### src/rtl/bit_demux_rx.sv
// bit_demux_rx
//   Demultiplexes a 2:1 time-interleaved serial stream back into two
//   WIDTH-bit channel words. Slot 0 (the cycle of frame_start) carries
//   ch0 bit 0 and slot 1 carries ch1 bit 0. Bits arrive LSB first and the
//   channels alternate every cycle. A completed frame is held on out0/out1
//   with out_valid until the consumer accepts it with out_ready. If a frame
//   completes while an unaccepted frame is still held, the new frame is
//   dropped and the sticky overrun flag is set.
//
//   Optional feature: define PARITY_CHECK_EN to add two trailing slots per
//   frame. Slot 2*WIDTH carries the ch0 even-parity bit and slot
//   2*WIDTH+1 carries the ch1 even-parity bit. parity_err then reports the
//   parity result of each loaded frame.
//
// Ports
//   clk          rising-edge clock
//   rst          asynchronous active-high reset
//   din          interleaved serial input
//   frame_start  pulse coincident with slot 0 of a frame
//   out_ready    consumer accepts the held frame
//   overrun_clr  clears the sticky overrun flag
//   out0/out1    reconstructed ch0/ch1 words
//   out_valid    out0/out1 hold an unaccepted frame
//   sel_cur      channel of the current slot (0 when idle)
//   busy         frame reception in progress
//   overrun      sticky; a completed frame was dropped
//   parity_err   (PARITY_CHECK_EN only) parity failure of the held frame
module bit_demux_rx #(
  parameter int WIDTH = 8
) (
  input  logic             clk,
  input  logic             rst,
  input  logic             din,
  input  logic             frame_start,
  input  logic             out_ready,
  input  logic             overrun_clr,
  output logic [WIDTH-1:0] out0,
  output logic [WIDTH-1:0] out1,
  output logic             out_valid,
  output logic             sel_cur,
  output logic             busy,
  output logic             overrun
`ifdef PARITY_CHECK_EN
  ,
  output logic             parity_err
`endif
);

`ifdef PARITY_CHECK_EN
  localparam int SLOTS = 2 * WIDTH + 2;
`else
  localparam int SLOTS = 2 * WIDTH;
`endif
  localparam int KW = $clog2(SLOTS);
  localparam logic [KW-1:0] LAST = KW'(SLOTS - 1);

  typedef enum logic {S_IDLE, S_RECV} state_t;

  state_t           state_q, state_d;
  logic [KW-1:0]    k_q, k_d;
  logic [WIDTH-1:0] sh0_q, sh0_d;
  logic [WIDTH-1:0] sh1_q, sh1_d;
  logic [WIDTH-1:0] out0_q, out0_d;
  logic [WIDTH-1:0] out1_q, out1_d;
  logic             out_valid_q, out_valid_d;
  logic             sel_cur_q, sel_cur_d;
  logic             busy_q, busy_d;
  logic             overrun_q, overrun_d;
`ifdef PARITY_CHECK_EN
  logic             p0_q, p0_d;
  logic             parity_err_q, parity_err_d;
  logic             perr_calc;
`endif

  logic             slot_en;
  logic [KW-1:0]    cur_k;
  logic             complete;
  logic             load;
  logic [WIDTH-1:0] fin0;
  logic [WIDTH-1:0] fin1;

  always_comb begin
    state_d     = state_q;
    k_d         = k_q;
    sh0_d       = sh0_q;
    sh1_d       = sh1_q;
    out0_d      = out0_q;
    out1_d      = out1_q;
    out_valid_d = out_valid_q;
    overrun_d   = overrun_q;
    complete    = 1'b0;
`ifdef PARITY_CHECK_EN
    p0_d         = p0_q;
    parity_err_d = parity_err_q;
`endif

    // frame_start always restarts at slot 0, aborting any partial frame
    slot_en = frame_start || (state_q == S_RECV);
    cur_k   = frame_start ? '0 : k_q;

    if (slot_en) begin
`ifdef PARITY_CHECK_EN
      if (cur_k < KW'(2 * WIDTH)) begin
`else
      begin
`endif
        // Shift in at the MSB so that after WIDTH shifts the LSB-first
        // stream lands in natural bit order.
        if (!cur_k[0]) sh0_d = {din, sh0_q[WIDTH-1:1]};
        else           sh1_d = {din, sh1_q[WIDTH-1:1]};
      end
`ifdef PARITY_CHECK_EN
      else if (!cur_k[0]) begin
        p0_d = din;
      end
`endif
      if (cur_k == LAST) begin
        complete = 1'b1;
        state_d  = S_IDLE;
        k_d      = '0;
      end else begin
        state_d  = S_RECV;
        k_d      = cur_k + KW'(1);
      end
    end

`ifdef PARITY_CHECK_EN
    // Last slot is the ch1 parity bit, so the data words are already complete
    fin0      = sh0_q;
    fin1      = sh1_q;
    perr_calc = (^sh0_q ^ p0_q) | (^sh1_q ^ din);
`else
    // Last slot is ch1 bit WIDTH-1, so take the shifted value
    fin0      = sh0_d;
    fin1      = sh1_d;
`endif

    load = complete && (!out_valid_q || out_ready);

    if (load) begin
      out0_d      = fin0;
      out1_d      = fin1;
      out_valid_d = 1'b1;
`ifdef PARITY_CHECK_EN
      parity_err_d = perr_calc;
`endif
    end else if (out_valid_q && out_ready) begin
      out_valid_d = 1'b0;
    end

    // Setting the flag takes priority over clearing it
    if (complete && !load)  overrun_d = 1'b1;
    else if (overrun_clr)   overrun_d = 1'b0;

    busy_d    = (state_d == S_RECV);
    sel_cur_d = (state_d == S_RECV) ? k_d[0] : 1'b0;
  end

  always_ff @(posedge clk or posedge rst) begin
    if (rst) begin
      state_q     <= S_IDLE;
      k_q         <= '0;
      sh0_q       <= '0;
      sh1_q       <= '0;
      out0_q      <= '0;
      out1_q      <= '0;
      out_valid_q <= 1'b0;
      sel_cur_q   <= 1'b0;
      busy_q      <= 1'b0;
      overrun_q   <= 1'b0;
`ifdef PARITY_CHECK_EN
      p0_q         <= 1'b0;
      parity_err_q <= 1'b0;
`endif
    end else begin
      state_q     <= state_d;
      k_q         <= k_d;
      sh0_q       <= sh0_d;
      sh1_q       <= sh1_d;
      out0_q      <= out0_d;
      out1_q      <= out1_d;
      out_valid_q <= out_valid_d;
      sel_cur_q   <= sel_cur_d;
      busy_q      <= busy_d;
      overrun_q   <= overrun_d;
`ifdef PARITY_CHECK_EN
      p0_q         <= p0_d;
      parity_err_q <= parity_err_d;
`endif
    end
  end

  assign out0      = out0_q;
  assign out1      = out1_q;
  assign out_valid = out_valid_q;
  assign sel_cur   = sel_cur_q;
  assign busy      = busy_q;
  assign overrun   = overrun_q;
`ifdef PARITY_CHECK_EN
  assign parity_err = parity_err_q;
`endif

endmodule

### config.mk
export PLATFORM = sky130hd
export DESIGN_NAME = bit_demux_rx
export DESIGN_NICKNAME = d
export VERILOG_FILES = /design/src/rtl/bit_demux_rx.sv
export SDC_FILE = /design/constraint.sdc
export NUM_CORES = 1
export LEC_CHECK = 0
export CAP_MARGIN = 20
export CORE_UTILIZATION = 40
export CTS_CLUSTER_SIZE = 8
export DETAILED_ROUTE_END_ITERATION = 10
export PLACE_DENSITY = 0.61
export SYNTH_ARGS = -nofsm -noshare
export SYNTH_HDL_FRONTEND = slang
export SYNTH_SLANG_ARGS = --single-unit
### constraint.sdc
create_clock -name clk -period 2.7 [get_ports clk]
set_clock_uncertainty 0.05 [all_clocks]
set_input_delay 0.675 -clock clk [delete_from_list [all_inputs] [get_ports clk]]
set_output_delay 0.675 -clock clk [all_outputs]
set_load 0.03 [all_outputs]
==> results of run 1 <==
through the flow:
stage	total power, W	setup WS [ns]
finish	0.00127	0.387
global route	0.00134	0.266
CTS	0.00129	0.390
detailed placement	0.000889	0.0840
global placement	0.000879	0.136
floorplan	0.000832	0.445
sequential cells by signal, summed over array words and instances, names as in the netlist, 4 cells and up:
register  flops
sh1_q         8
out0          8
sh0_q         8
k_q           4
out1          8
worst register-to-register path: stages, from the launching register on:
cell and delay, ns:
dfrtp_1 0.46, nor2b_1 0.17, ha_1 0.23, and4b_1 0.22, and3_1 0.21, buf_12 0.16
mux2_2 0.34
power breakdown:
part	total [W]	internal [W]	switching (W)	leakage, nW
combinational	0.000157	0.0000763	0.0000812	0.377
sequential	0.000717	0.000676	0.0000403	0.518
clock	0.000394	0.000208	0.000186	0.0455
total	0.00127	0.000961	0.000308	0.940
cells in the mapped netlist (3+ instances only):
| cell type | n |
|---|---|
| nand3_1 | 9 |
| nand2_1 | 14 |
| mux2_2 | 15 |
| dfrtp_1 | 40 |
| nor2b_1 | 3 |
| a31oi_1 | 16 |
| inv_1 | 4 |
| o21ai_0 | 11 |
| clkbuf_1 | 6 |
| a21oi_1 | 3 |
final timing paths:
path	startpoint	endpoint	cells past startpoint
setup reg to reg	k_q[0]	out1[6]	6
min in group asynchronous	rst	out1[3]	3
hold / removal	out1[2]	out1[2]	1
hold reg to reg	out1[2]	out1[2]	1
max in group asynchronous	rst	out0[3]	3
setup / recovery	frame_start	out1[6]	7
cell type report:
cell class                      instances  area, um^2
Fill cell                             337        1750
Sequential cell                        40        1000
Multi-Input combinational cell         84         571
Timing Repair Buffer                   31         308
Clock buffer                            8        90.1
Tap cell                               48        60.1
Inverter                                4        15.0
layout by cell type (no fill, tap or decap), types with 2 or more instances in the layout:
cell type and instances:
a21oi_1 3, a31oi_1 16, and3_1 2, buf_4 5
clkbuf_1 2, clkbuf_8 6, clkdlybuf4s50_1 25, dfrtp_1 40
inv_1 4, mux2_2 15, mux2_4 2, nand2_1 14
nand2b_1 2, nand3_1 9, nor2b_1 3, o21ai_0 11
cell families (layout without fill, tap and decap cells):
logic type | count (synthesis) | count (layout) | synth area share (%)
DFF | 40 | 40 | 61.2
and+or+nand+nor | 34 | 34 | 10.6
AOI/OAI and AO/OA | 32 | 32 | 11.4
muxes | 17 | 17 | 12.2
buffers and inverters | 13 | 43 | 3.97
adders and majority gates | 1 | 1 | 0.764
layer usage:
layer	GRT usage (%)	wire length, um	up-vias
met1	21.3	1460	555
li1	-	-	546
met4	5.59	53	0
met2	26.4	1410	30
met5	0	0	-
met3	5.34	164	7
==> flow_summary.toml, run 1 <==
[worst_setup_path]
path_max_fanout = 16
cpMaxStageDelayCell = "clkdlybuf4s50_1"
cp_num_buf_inv = 2
path_cells = "clkdlybuf4s50_1, nor2b_1, ha_1, and4b_1, and3_1, buf_12, mux2_2"
reg2reg_slack_ns = 0.76
worst-endpoint-arrival_ns = 2.44
critPathCaptureType = "flip-flop"
path_class = "in -> reg"
critPathRequiredTime_ns = 2.82
start_kind = "primary input"
max_stage_delay_ns = 0.46
cpLargestDelayFamily = "buffers and inverters"

[synthesis]
synth_cells = 137
synth_top_area_share_pct = 61.2
synthDistinctLibCells = 22
synth-async-reset-ratio_pct = 100
syn_nets = 144
netlist_area_um2 = 1640
synth_area_leaders = "dfrtp_1, mux2_2, a31oi_1, o21ai_0, nand2_1"
yosys_warnings = 0
synth-main-ff-cell = "dfrtp_1"
yosys_register_bits = 40
synth_edf_count = 0
synth_area_leader_cell = "dfrtp_1"
ys_seq_area_share_pct = 61.2
avgSynthCellArea_um2 = 11.9

[job]
maxCapViolations = 0

[sta]
finalCritPeriodShare_pct = 85.7
fmax_mhz = 432
slew_headroom_pct = 67.7
hold_viol_final = 0
hold-worst-slack_ns = 0.457
fin_crit_ns = 2.31
drv_slew = 0
tightest_slew_ns = 0.484
setup_tns_ns = 0
setup_violations = 0
rsz0062_at_grt = "false"

[clocking]
clk_latency_ns = 0.28
cts_made_buffers = 5
clk_pin_slew_ns = 0.07
cts_tree = "yes"
post_cts_buffers = 0
ctsLongestPathBuffers = 2
cts_resized = 0
ctsHoldBuffers = 0
clock-sinks = 40
cts_root_buf = "clkbuf_8"
htree_levels = 2

[floorplanning]
die_x_um = 66.0
die_y_um = 66.0
design.die.area_um2 = 4350
rows = 22
start_util_pct = 43.1
io_pins = 26
core_region_area_um2 = 3800

[finish]
drive_gt1_share_pct = 18.0
fin_nets = 173
syn2layout_area_growth_pct = 24.9
final_util_pct = 53.8
final_cells = 215
final_area_um2 = 2040
antenna_cells = 0

[drt]
viasPerCell = 5.29
wirelength_um = 3090
dr.pass1.iters = 4
post-route-drc-count = 0
routedWlPerCell_um = 14.4
vias = 1138
postRouteAntennaNets = 0
drtIter0Drc = 32

[placed_design]
dpl_cell_area_um2 = 1950
finalWeightedCongestion = 0.760
numPortBuffers = 25
dpl.hpwl_um = 2020
dp.cells = 207

[grt]
grt_max_degree = 41
grt_antenna_before_repair = 0
grt_first_pass_wirelength_um = 5310
grtUsageTotal_pct = 16.6
grt-ovfl-total = 0
grt_pass1_vias = 1133

[outcome]
status = "finished clean"

[power]
p_leak_nw = 0.940
peakVddDrop_mv = 0.292
pwr_density_cell_nw_per_um2 = 620

[hold_path]
min_path_type = "reg -> reg"
Power figures use the tool's default switching activity.
==> inputs of run 2 (changes only) <==
ABC_AREA = 1   (was unset)
CAP_MARGIN = unset   (was 20)
==> flow_summary.toml, run 2 <==
[floorplanning]
core_region_area_um2 = 3800
rows = 22
start_util_pct = 43.2
die_y_um = 66.1
io_pins = 26
design.die.area_um2 = 4370
die_x_um = 66.1

[worst_setup_path]
path_class = "in -> reg"
path_max_fanout = 16
worst-endpoint-arrival_ns = 2.44
critPathCaptureType = "flip-flop"
start_kind = "primary input"
critPathRequiredTime_ns = 2.82

[finish]
antenna_cells = 0
mostFrequentLayoutCells = "nand2_1, dfrtp_1, clkdlybuf4s50_1"
drive_gt1_share_pct = 8.84
final_area_um2 = 2010
syn2layout_area_growth_pct = 22.6
final_common_cell = "nand2_1"
fin_nets = 222

[synthesis]
synth_cells = 184
synth-main-ff-cell = "dfrtp_1"
yosys_warnings = 0
synthDistinctLibCells = 16
synth_edf_count = 0
netlist_area_um2 = 1640
synth_area_leader_cell = "dfrtp_1"
ys_seq_area_share_pct = 60.9
yosys_register_bits = 40
synth_top_area_share_pct = 60.9
ys_top_cells_by_count = "nand2_1, dfrtp_1, nand3_1"
avgSynthCellArea_um2 = 8.93
synth-async-reset-ratio_pct = 100
synthMostInstantiatedCell = "nand2_1"
syn_nets = 191
synth_area_leaders = "dfrtp_1, nand2_1, nand3_1, inv_1, buf_6"

[placed_design]
pre_cts_ws_ns = 0.121
finalWeightedCongestion = 0.792
dpl_cell_area_um2 = 1940
numPortBuffers = 25
dpl.hpwl_um = 2230

[sta]
setup_violations = 0
fin_crit_ns = 2.32
fmax_mhz = 430
fin_ws_ns = 0.377
drv_slew = 0
tightest_slew_ns = 0.494
hold_viol_final = 0
rsz0062_at_grt = "false"
setup_tns_ns = 0
slew_headroom_pct = 67.0
finalCritPeriodShare_pct = 86.0
hold-worst-slack_ns = 0.424

[grt]
grt_pass1_vias = 1312
grt_max_degree = 41
grt_first_pass_wirelength_um = 5750
grt_antenna_before_repair = 0
grtUsageTotal_pct = 17.9
grt-ovfl-total = 0

[hold_path]
min_path_type = "reg -> reg"

[clocking]
clk_pin_slew_ns = 0.07
cts_resized = 0
cts_made_buffers = 5
htree_levels = 2
cts_tree = "yes"
post_cts_buffers = 0
cts_root_buf = "clkbuf_8"
ctsLongestPathBuffers = 2
ctsHoldBuffers = 0
clk_latency_ns = 0.28
clock-sinks = 40

[drt]
vias = 1303
post-route-drc-count = 0
dr.pass1.iters = 4
postRouteAntennaNets = 0
drtIter0Drc = 106
viasPerCell = 4.95
routedWlPerCell_um = 12.4
wirelength_um = 3260

[outcome]
status = "finished clean"

[power]
p_leak_nw = 1.07
peakVddDrop_mv = 0.303
pwr_density_cell_nw_per_um2 = 576

[job]
maxCapViolations = 0
-- run 2: cell types whose count changed in the layout (fill, tap and decap cells not counted), moves of 3 or more --
cell / previous run / this run
nand2_1: 14 / 90
a31oi_1: 16 / 0
mux2_2: 15 / 0
nand3_1: 9 / 19
o21ai_0: 11 / 2
inv_1: 4 / 11
nand2_2: 0 / 4
nor2_1: 1 / 5
a21oi_1: 3 / 0
nor2b_1: 3 / 0
-- run 2: routing by layer --
metal | global-route usage, % | vias up | wire length (um)
li1 | - | 626 | -
met5 | 0 | - | 0
met3 | 4.48 | 8 | 128
met2 | 29.0 | 34 | 1600
met1 | 21.9 | 635 | 1450
met4 | 9.31 | 0 | 79
-- run 2: cell families after synthesis --
group | count (synthesis) | synth area share [%]
buffers and inverters | 16 | 5.10
AO/OA/AOI/OAI | 3 | 0.990
adder cells (fa/ha/maj) | 1 | 0.761
XOR/XNOR | 1 | 0.533
AND/OR/NAND/NOR | 123 | 31.7
flip-flops | 40 | 60.9
-- run 2: through the flow --
step	util, %	std cells	total power [W]
3_3_place_gp	51.0	256	0.000808
3_5_place_dp	51.0	256	0.000815
5_1_grt	53.0	263	0.00123
4_1_cts	53.0	263	0.00118
6_report	53.0	263	0.00116
2_1_floorplan	-	184	0.000771
-- run 2: critical path, cell delays in order --
cell             delay, ns
clkdlybuf4s50_1       0.49
nor2_1                0.24
ha_1                  0.22
nand2_1               0.09
nor2_2                0.17
nand3_2               0.31
nand2_1               0.15
nand2_1               0.07
-- run 2: worst paths after layout --
| path | startpoint | endpoint | slack [ns] | depth (start not counted) |
|---|---|---|---|---|
| worst min register to register | sh0_q[0] | sh0_q[0] | 0.42 | 2 |
| min in group asynchronous | rst | out0[6] | 0.76 | 3 |
| worst max-delay path | frame_start | out1[1] | 0.38 | 8 |
| worst min-delay path | sh0_q[0] | sh0_q[0] | 0.42 | 2 |
| worst max register to register | k_q[1] | out1[1] | 0.94 | 8 |
| max in group asynchronous | rst | out1[4] | 1.49 | 3 |
-- run 2: area by class of cell --
| class | count | area, um^2 |
|---|---|---|
| sequential | 40 | 1000 |
| fill | 363 | 1780 |
| clock inverter | 1 | 5.00 |
| inverter | 12 | 45.0 |
| multi-input combinational | 128 | 558 |
| clock buffer | 6 | 72.6 |
| timing repair buffer | 28 | 273 |
| tap | 48 | 60.1 |
-- run 2: power breakdown --
part           internal (W)  switching [W]
clock              0.000175       0.000183
sequential         0.000652      0.0000271
combinational     0.0000445      0.0000779
==> inputs of run 3 (changes only) <==
SLEW_MARGIN = 20   (was unset)
==> results of run 3 <==
No change in the layout: final DEF, timing and power equal those of run 2.
